--- config.mk ---
export PLATFORM = sky130hd
export DESIGN_NAME = gcd_engine_flat
export DESIGN_NICKNAME = d
export VERILOG_FILES = /design/src/rtl/gcd_engine_pkg.sv /design/src/rtl/gcd_engine_if.sv /design/src/rtl/gcd_engine_abs.sv /design/src/rtl/gcd_engine.sv /design/src/flat_wrapper.sv
export SDC_FILE = /design/constraint.sdc
export NUM_CORES = 1
export LEC_CHECK = 0
export CORE_MARGIN = 2
export CORE_UTILIZATION = 50
export CTS_CLUSTER_DIAMETER = 150
export DETAILED_ROUTE_END_ITERATION = 12
export PLACE_DENSITY = 0.81
export SLEW_MARGIN = 20
export SYNTH_ARGS = -nofsm -noshare
export SYNTH_HDL_FRONTEND = slang
export SYNTH_SLANG_ARGS = --single-unit
--- constraint.sdc ---
create_clock -name clk -period 2.55 [get_ports clk]
set_clock_uncertainty 0.05 [all_clocks]
set_input_delay 0.51 -clock clk [delete_from_list [all_inputs] [get_ports clk]]
set_output_delay 0.51 -clock clk [all_outputs]
set_load 0.03 [all_outputs]
--- src/rtl/gcd_engine_pkg.sv ---
// Shared types and width helpers for the GCD engine.
package gcd_pkg;

  typedef enum logic [1:0] {
    IDLE,
    REDUCE,
    DONE
  } gcd_state_t;

  // Iteration counter width: one bit wider than the operands so the
  // subtractive worst case (2^WIDTH - 1 steps) never saturates.
  function automatic int unsigned cnt_w(input int unsigned width);
    return width + 1;
  endfunction

  // Stein shift counter width: enough to count every common factor of two.
  function automatic int unsigned k_w(input int unsigned width);
    return $clog2(width) + 1;
  endfunction

endpackage

--- src/rtl/gcd_engine_if.sv ---
// Operand/result valid-ready handshake bundle for gcd_engine.
interface gcd_engine_if #(
  parameter int unsigned WIDTH = 8
);
  logic             in_valid;
  logic             in_ready;
  logic [WIDTH-1:0] a_in;
  logic [WIDTH-1:0] b_in;
  logic             out_valid;
  logic             out_ready;
  logic [WIDTH-1:0] gcd_out;
  logic [WIDTH:0]   cycles_out;
  logic             zero_err;

  modport master (
    output in_valid, a_in, b_in, out_ready,
    input  in_ready, out_valid, gcd_out, cycles_out, zero_err
  );

  modport slave (
    input  in_valid, a_in, b_in, out_ready,
    output in_ready, out_valid, gcd_out, cycles_out, zero_err
  );
endinterface

--- src/rtl/gcd_engine_abs.sv ---
// gcd_abs: combinational operand-to-magnitude conversion.
// With SIGNED_IN the most-negative value maps to 2^(WIDTH-1) read unsigned.
module gcd_abs #(
  parameter int unsigned WIDTH     = 8,
  parameter bit          SIGNED_IN = 1'b1
) (
  input  logic [WIDTH-1:0] x,
  output logic [WIDTH-1:0] mag
);
  localparam logic [WIDTH-1:0] ONE = WIDTH'(1);

  // Two's complement negate when the operand is negative and signed.
  always_comb begin
    mag = x;
    if (SIGNED_IN && x[WIDTH-1]) begin
      mag = ~x + ONE;
    end
  end
endmodule

--- src/rtl/gcd_engine.sv ---
// gcd_engine: handshaked GCD core (subtractive by default).
// Define GCD_STEIN_EN to build the binary (Stein) reduction instead.
module gcd_engine
  import gcd_pkg::*;
#(
  parameter int unsigned WIDTH     = 8,
  parameter bit          SIGNED_IN = 1'b1
) (
  input  logic         clk,
  input  logic         rst,
  gcd_engine_if.slave  bus
);
  localparam int unsigned CW = cnt_w(WIDTH);
`ifdef GCD_STEIN_EN
  localparam int unsigned KW = k_w(WIDTH);
`endif

  gcd_state_t       state, state_d;
  logic [WIDTH-1:0] a_q, a_d, b_q, b_d;
  logic [WIDTH-1:0] a_mag, b_mag;
  logic [WIDTH-1:0] gcd_q, gcd_d, result;
  logic [CW-1:0]    cnt_q, cnt_d, cnt_inc;
  logic [CW-1:0]    cyc_q, cyc_d;
  logic             zero_q, zero_d;
  logic             ov_q, ov_d;
  logic             finish;
`ifdef GCD_STEIN_EN
  logic [KW-1:0]    k_q, k_d;
`endif

  gcd_abs #(.WIDTH(WIDTH), .SIGNED_IN(SIGNED_IN)) u_abs_a (.x(bus.a_in), .mag(a_mag));
  gcd_abs #(.WIDTH(WIDTH), .SIGNED_IN(SIGNED_IN)) u_abs_b (.x(bus.b_in), .mag(b_mag));

  assign bus.in_ready   = (state == IDLE);
  assign bus.out_valid  = ov_q;
  assign bus.gcd_out    = gcd_q;
  assign bus.cycles_out = cyc_q;
  assign bus.zero_err   = zero_q;

  // Next-state, reduction step and result capture.
  always_comb begin
    state_d = state;
    a_d     = a_q;
    b_d     = b_q;
    cnt_d   = cnt_q;
    gcd_d   = gcd_q;
    cyc_d   = cyc_q;
    zero_d  = zero_q;
    ov_d    = ov_q;
    finish  = 1'b0;
    result  = '0;
`ifdef GCD_STEIN_EN
    k_d     = k_q;
`endif
    cnt_inc = (cnt_q == '1) ? cnt_q : cnt_q + CW'(1);

    case (state)
      IDLE: begin
        if (bus.in_valid) begin
          a_d     = a_mag;
          b_d     = b_mag;
          cnt_d   = '0;
`ifdef GCD_STEIN_EN
          k_d     = '0;
`endif
          state_d = REDUCE;
        end
      end
      REDUCE: begin
        cnt_d = cnt_inc;
`ifdef GCD_STEIN_EN
        if (a_q == '0) begin
          finish = 1'b1;
          result = b_q << k_q;
        end else if (b_q == '0 || a_q == b_q) begin
          finish = 1'b1;
          result = a_q << k_q;
        end else if (!a_q[0] && !b_q[0]) begin
          a_d = a_q >> 1;
          b_d = b_q >> 1;
          k_d = k_q + KW'(1);
        end else if (!a_q[0]) begin
          a_d = a_q >> 1;
        end else if (!b_q[0]) begin
          b_d = b_q >> 1;
        end else if (a_q > b_q) begin
          a_d = a_q - b_q;
        end else begin
          b_d = b_q - a_q;
        end
`else
        if (a_q == '0) begin
          finish = 1'b1;
          result = b_q;
        end else if (b_q == '0 || a_q == b_q) begin
          finish = 1'b1;
          result = a_q;
        end else if (a_q > b_q) begin
          a_d = a_q - b_q;
        end else begin
          b_d = b_q - a_q;
        end
`endif
        if (finish) begin
          gcd_d   = result;
          cyc_d   = cnt_inc;
          zero_d  = (a_q == '0) && (b_q == '0);
          ov_d    = 1'b1;
          state_d = DONE;
        end
      end
      DONE: begin
        if (bus.out_ready) begin
          ov_d    = 1'b0;
          state_d = IDLE;
        end
      end
      default: state_d = IDLE;
    endcase
  end

  // State register.
  always_ff @(posedge clk) begin
    if (rst) state <= IDLE;
    else     state <= state_d;
  end

  // Operand, counter and output registers.
  always_ff @(posedge clk) begin
    if (rst) begin
      a_q    <= '0;
      b_q    <= '0;
      cnt_q  <= '0;
      gcd_q  <= '0;
      cyc_q  <= '0;
      zero_q <= 1'b0;
      ov_q   <= 1'b0;
`ifdef GCD_STEIN_EN
      k_q    <= '0;
`endif
    end else begin
      a_q    <= a_d;
      b_q    <= b_d;
      cnt_q  <= cnt_d;
      gcd_q  <= gcd_d;
      cyc_q  <= cyc_d;
      zero_q <= zero_d;
      ov_q   <= ov_d;
`ifdef GCD_STEIN_EN
      k_q    <= k_d;
`endif
    end
  end
endmodule

--- src/flat_wrapper.sv ---
// flat-port wrapper written by rule: the top's interface ports become plain ports
module gcd_engine_flat import gcd_pkg::*;
#(
  parameter int unsigned WIDTH     = 8,
  parameter bit          SIGNED_IN = 1'b1
)
  (clk, rst, bus_in_valid, bus_a_in, bus_b_in, bus_out_ready, bus_in_ready, bus_out_valid, bus_gcd_out, bus_cycles_out, bus_zero_err);
  gcd_engine_if #(.WIDTH(WIDTH)) bus_i ();
  input  logic clk;
  input  logic rst;
  input wire logic [$bits(bus_i.in_valid)-1:0] bus_in_valid;
  input wire logic [$bits(bus_i.a_in)-1:0] bus_a_in;
  input wire logic [$bits(bus_i.b_in)-1:0] bus_b_in;
  input wire logic [$bits(bus_i.out_ready)-1:0] bus_out_ready;
  output wire logic [$bits(bus_i.in_ready)-1:0] bus_in_ready;
  output wire logic [$bits(bus_i.out_valid)-1:0] bus_out_valid;
  output wire logic [$bits(bus_i.gcd_out)-1:0] bus_gcd_out;
  output wire logic [$bits(bus_i.cycles_out)-1:0] bus_cycles_out;
  output wire logic [$bits(bus_i.zero_err)-1:0] bus_zero_err;
  assign bus_i.in_valid = bus_in_valid;
  assign bus_i.a_in = bus_a_in;
  assign bus_i.b_in = bus_b_in;
  assign bus_i.out_ready = bus_out_ready;
  assign bus_in_ready = bus_i.in_ready;
  assign bus_out_valid = bus_i.out_valid;
  assign bus_gcd_out = bus_i.gcd_out;
  assign bus_cycles_out = bus_i.cycles_out;
  assign bus_zero_err = bus_i.zero_err;
  gcd_engine #(.WIDTH(WIDTH), .SIGNED_IN(SIGNED_IN)) u_core (.clk(clk), .rst(rst), .bus(bus_i));
endmodule
==> metrics <==
CTS Buf Count=5; EDFF count, synth=0; hpwl dp=a little under 7000 µm; CP Class=flip-flop to flip-flop; Worst-path clk slew=~0.09 ns; # DRC=0; power share of the clock group=between 7 and 8%; Avg Synthesized Cell Area=7.89 µm²; Logic pwr share=between 70% and 80%; DR vias=3474; R2R Setup Slk=between 0.15 and 0.2 ns; n_diodes=0; Overall Power=about 5.7 mW; final wirelength=between 9000 and 10000 µm; 1st-pass router iterations=5; CTS Sinks=46; setup bufs post-CTS=0; Fin Setup TNS=0 ns; DR iter-0 viols=around 300; CP endpoint kind=flip-flop; Netlist cell types=between 60 and 70; clock latency on the worst-skew pair=about 0.30 ns; achievable frequency=roughly 0.42 GHz; Reg2Reg Depth=7; hold depth=2; Core Footprint=about 6500 µm²; Yosys reg bits=46; fin cells=~550; outcome=completed; register share of total power=between 20% and 30%; Fin Hold WS=0.417 ns; Slew @ Worst Pin=about 0.47 ns; RSZ-0062 raised after global routing=no; share of layout cells above drive strength 1=between 10% and 20%; first-pass GRT wire length=15300 µm; commonest non-fill, non-tap cell in the layout=dfxtp_1; PortBufs=39; Worst setup SP type=flip-flop; area delta synth->final=18.3%; Die Span Y=86.3 µm; slowest cell on the critical path=dfxtp_1; NetSw=~3 mW; Sw Share=between 50% and 60%; Async SR Flop Fraction=0%; I/O Pins=40; Power Dens Cells=between 1000 and 1500 nW/µm²; Max transition margin=68.5%; CTS Buffer Depth=2; FP Rows=29; max-cap violations=0; WP data arrival=2.49 ns; initial core utilization=a little over half; vias in the first global route=3207; post-CTS sizing=0; Hold Startpoint=u_core.bus.gcd_out[4]$_SDFFE_PP0P_; pin count of the biggest net entering global routing=48; leak pwr=roughly 1.5 nW; Post-CTS Hold Fix Bufs=0; All-Layer GR Usage=25.6%; Antenna Nets Post-Route=0; root buffer cell=clkbuf_8; Crit path max-delay family=compound AO/OA/AOI/OAI gates; R2R Path End=u_core.a_q[6]$_SDFFE_PP0P_; Critical Path RT=about 2.7 ns; most frequent cells in the layout=46 x dfxtp_1, 43 x a21oi_1, 41 x nand2_1, 39 x clkdlybuf4s50_1, 38 x nor2_1; Final Cycle Share=between 90 and 100%; crit-path max cell delay=0.51 ns; Worst VDD drop=632 µV; most frequent CP cell=nor2_1; Yosys warnings=0; # setup viols final=0; Hold Path End=u_core.bus.gcd_out[4]$_SDFFE_PP0P_; HP Class=flip-flop to flip-flop; hold violation count in the final report=0; GPL Wtd Cong=roughly 0.97; post-synthesis net count=between 400 and 500; full die area=roughly 7400 µm²; reg-to-reg startpoint=u_core.b_q[1]$_SDFFE_PP0P_; CTS tree=done; Die X=roughly 86 µm; H-tree levels=2; number of vias per cell=6.30; crit path cell chain=inv_1 > ha_1 > nand4_1 > nor2_1 > o41a_2 > nor2_1 > a311oi_1; minimum clock period=around 2.4 ns; grt total ovfl=0; antenna violations before repair=0; nets=around 510; Synth Flop Type=dfxtp_1; cell-internal power=between 2 and 3 mW; WL per Instance=about 17 µm; Syn Inst Count=between 400 and 500; fin. max-slew vios=0; Placed Cells incl. Taps=between 500 and 600; sequential area share after synthesis=between 20% and 30%; Crit Path Max Fanout=10; Crit path buffers/inverters=1; Synth Cell Area=3380 µm²
power by group through the flow:
stage	sequential (mW)	combinational [mW]	clock (mW)
2_1_floorplan	1.32	2.76	0
3_3_place_gp	1.18	3.90	0
3_5_place_dp	1.19	4.00	0
4_1_cts	1.18	4.02	0.432
5_1_grt	1.21	4.50	0.461
6_report	1.18	4.12	0.435
tightest hold or removal path: cells and delay by family (launching register included):
kind	cells	cell delay (ns)
compound gates	1	0.06
simple gates	1	0.05
flops	1	0.32
registers in the layout, indices dropped and copies added, names as in the netlist:
register and cells:
u_core.a_q 8, u_core.b_q 8, u_core.bus.gcd_out 8, u_core.bus.cycles_out 9, u_core.state 2, u_core.bus.out_valid 1, u_core.cnt_q 9, u_core.bus.zero_err 1
layer usage:
metal  wire length, µm  vias to the layer above  track usage, %
li1                  -                     1670               -
met1              4200                     1653            35.5
met2              4120                      138            40.0
met3               696                       13            6.10
met4               113                        0            7.10
met5                 0                        -               0
cell type report:
type	instances	area, µm²
timing repair buffer	63	583
fill	596	2450
inverter	22	82.6
clock inverter	2	10.0
clock buffer	5	68.8
sequential	46	921
multi-input combinational	336	2240
tap	77	96.3
stage by stage:
stage / util [%] / setup slack, ns / area (µm²)
global route: 62.0 / 0.0157 / 4000
detailed placement: 60.5 / 0.208 / 3910
CTS: 61.8 / 0.200 / 3990
global placement: 60.5 / 0.267 / 3910
floorplan: - / 0.418 / 3380
finish: 62.0 / 0.180 / 4000
how the worst max path moves through the flow:
stage	startpoint	to	slack [ns]	cells past startpoint
3_3_place_gp	bus_a_in[0]	u_core.a_q[4]$_SDFFE_PP0P_	0.27	8
3_5_place_dp	bus_a_in[7]	u_core.a_q[7]$_SDFFE_PP0P_	0.21	6
5_1_grt	u_core.b_q[1]$_SDFFE_PP0P_	u_core.a_q[6]$_SDFFE_PP0P_	0.02	7
6_report	u_core.b_q[1]$_SDFFE_PP0P_	u_core.a_q[6]$_SDFFE_PP0P_	0.18	7
2_1_floorplan	u_core.b_q[2]$_SDFFE_PP0P_	u_core.a_q[6]$_SDFFE_PP0P_	0.42	9
4_1_cts	u_core.b_q[5]$_SDFFE_PP0P_	u_core.b_q[7]$_SDFFE_PP0P_	0.20	8
synth_stat cells (2+ instances only):
library cell  number  area [µm²]
a211oi_1          12        90.1
a211oi_2           3        37.5
a21o_1            12        90.1
a21oi_1           43         215
a22oi_1            4        30.0
a311oi_1           7        61.3
a31oi_1            5        31.3
a32oi_1            2        17.5
and2_1             5        31.3
and3_1             4        25.0
buf_2              8        40.0
buf_4              2        15.0
buf_6              4        45.0
clkbuf_1          11        41.3
dfxtp_1           46         921
fa_1               2        40.0
ha_1              18         225
inv_1             22        82.6
mux2i_1            2        20.0
nand2_1           41         154
nand2b_1           3        18.8
nand3_1           10        50.1
nand4_1            4        25.0
nor2_1            38         143
nor2b_1            3        18.8
nor3_1             3        15.0
nor3b_1            2        15.0
nor4_1             8        50.1
o2111ai_1          4        35.0
o211a_1            5        50.1
o211ai_1           2        15.0
o21a_1             2        15.0
o21ai_0           29         145
o311ai_0           3        26.3
o31a_1             2        17.5
o31ai_1            6        45.0
o32a_1             2        20.0
or2_2              4        25.0
or3_1              5        31.3
or4_1              5        37.5
xnor2_1            9        78.8
xor2_1             8        70.1
kinds of logic (layout without fill, tap and decap cells):
family	Yosys count	count (layout)	share of synthesized area, %
AO/OA/AOI/OAI	153	153	31.8
XOR/XNOR	17	17	4.40
adder cells (fa/ha/maj)	20	20	7.84
buffers and inverters	47	92	6.62
flip-flops	46	46	27.2
multiplexers	3	3	0.924
AND/OR/NAND/NOR	143	143	21.3
Note: power is estimated with default switching activity, not from simulation.
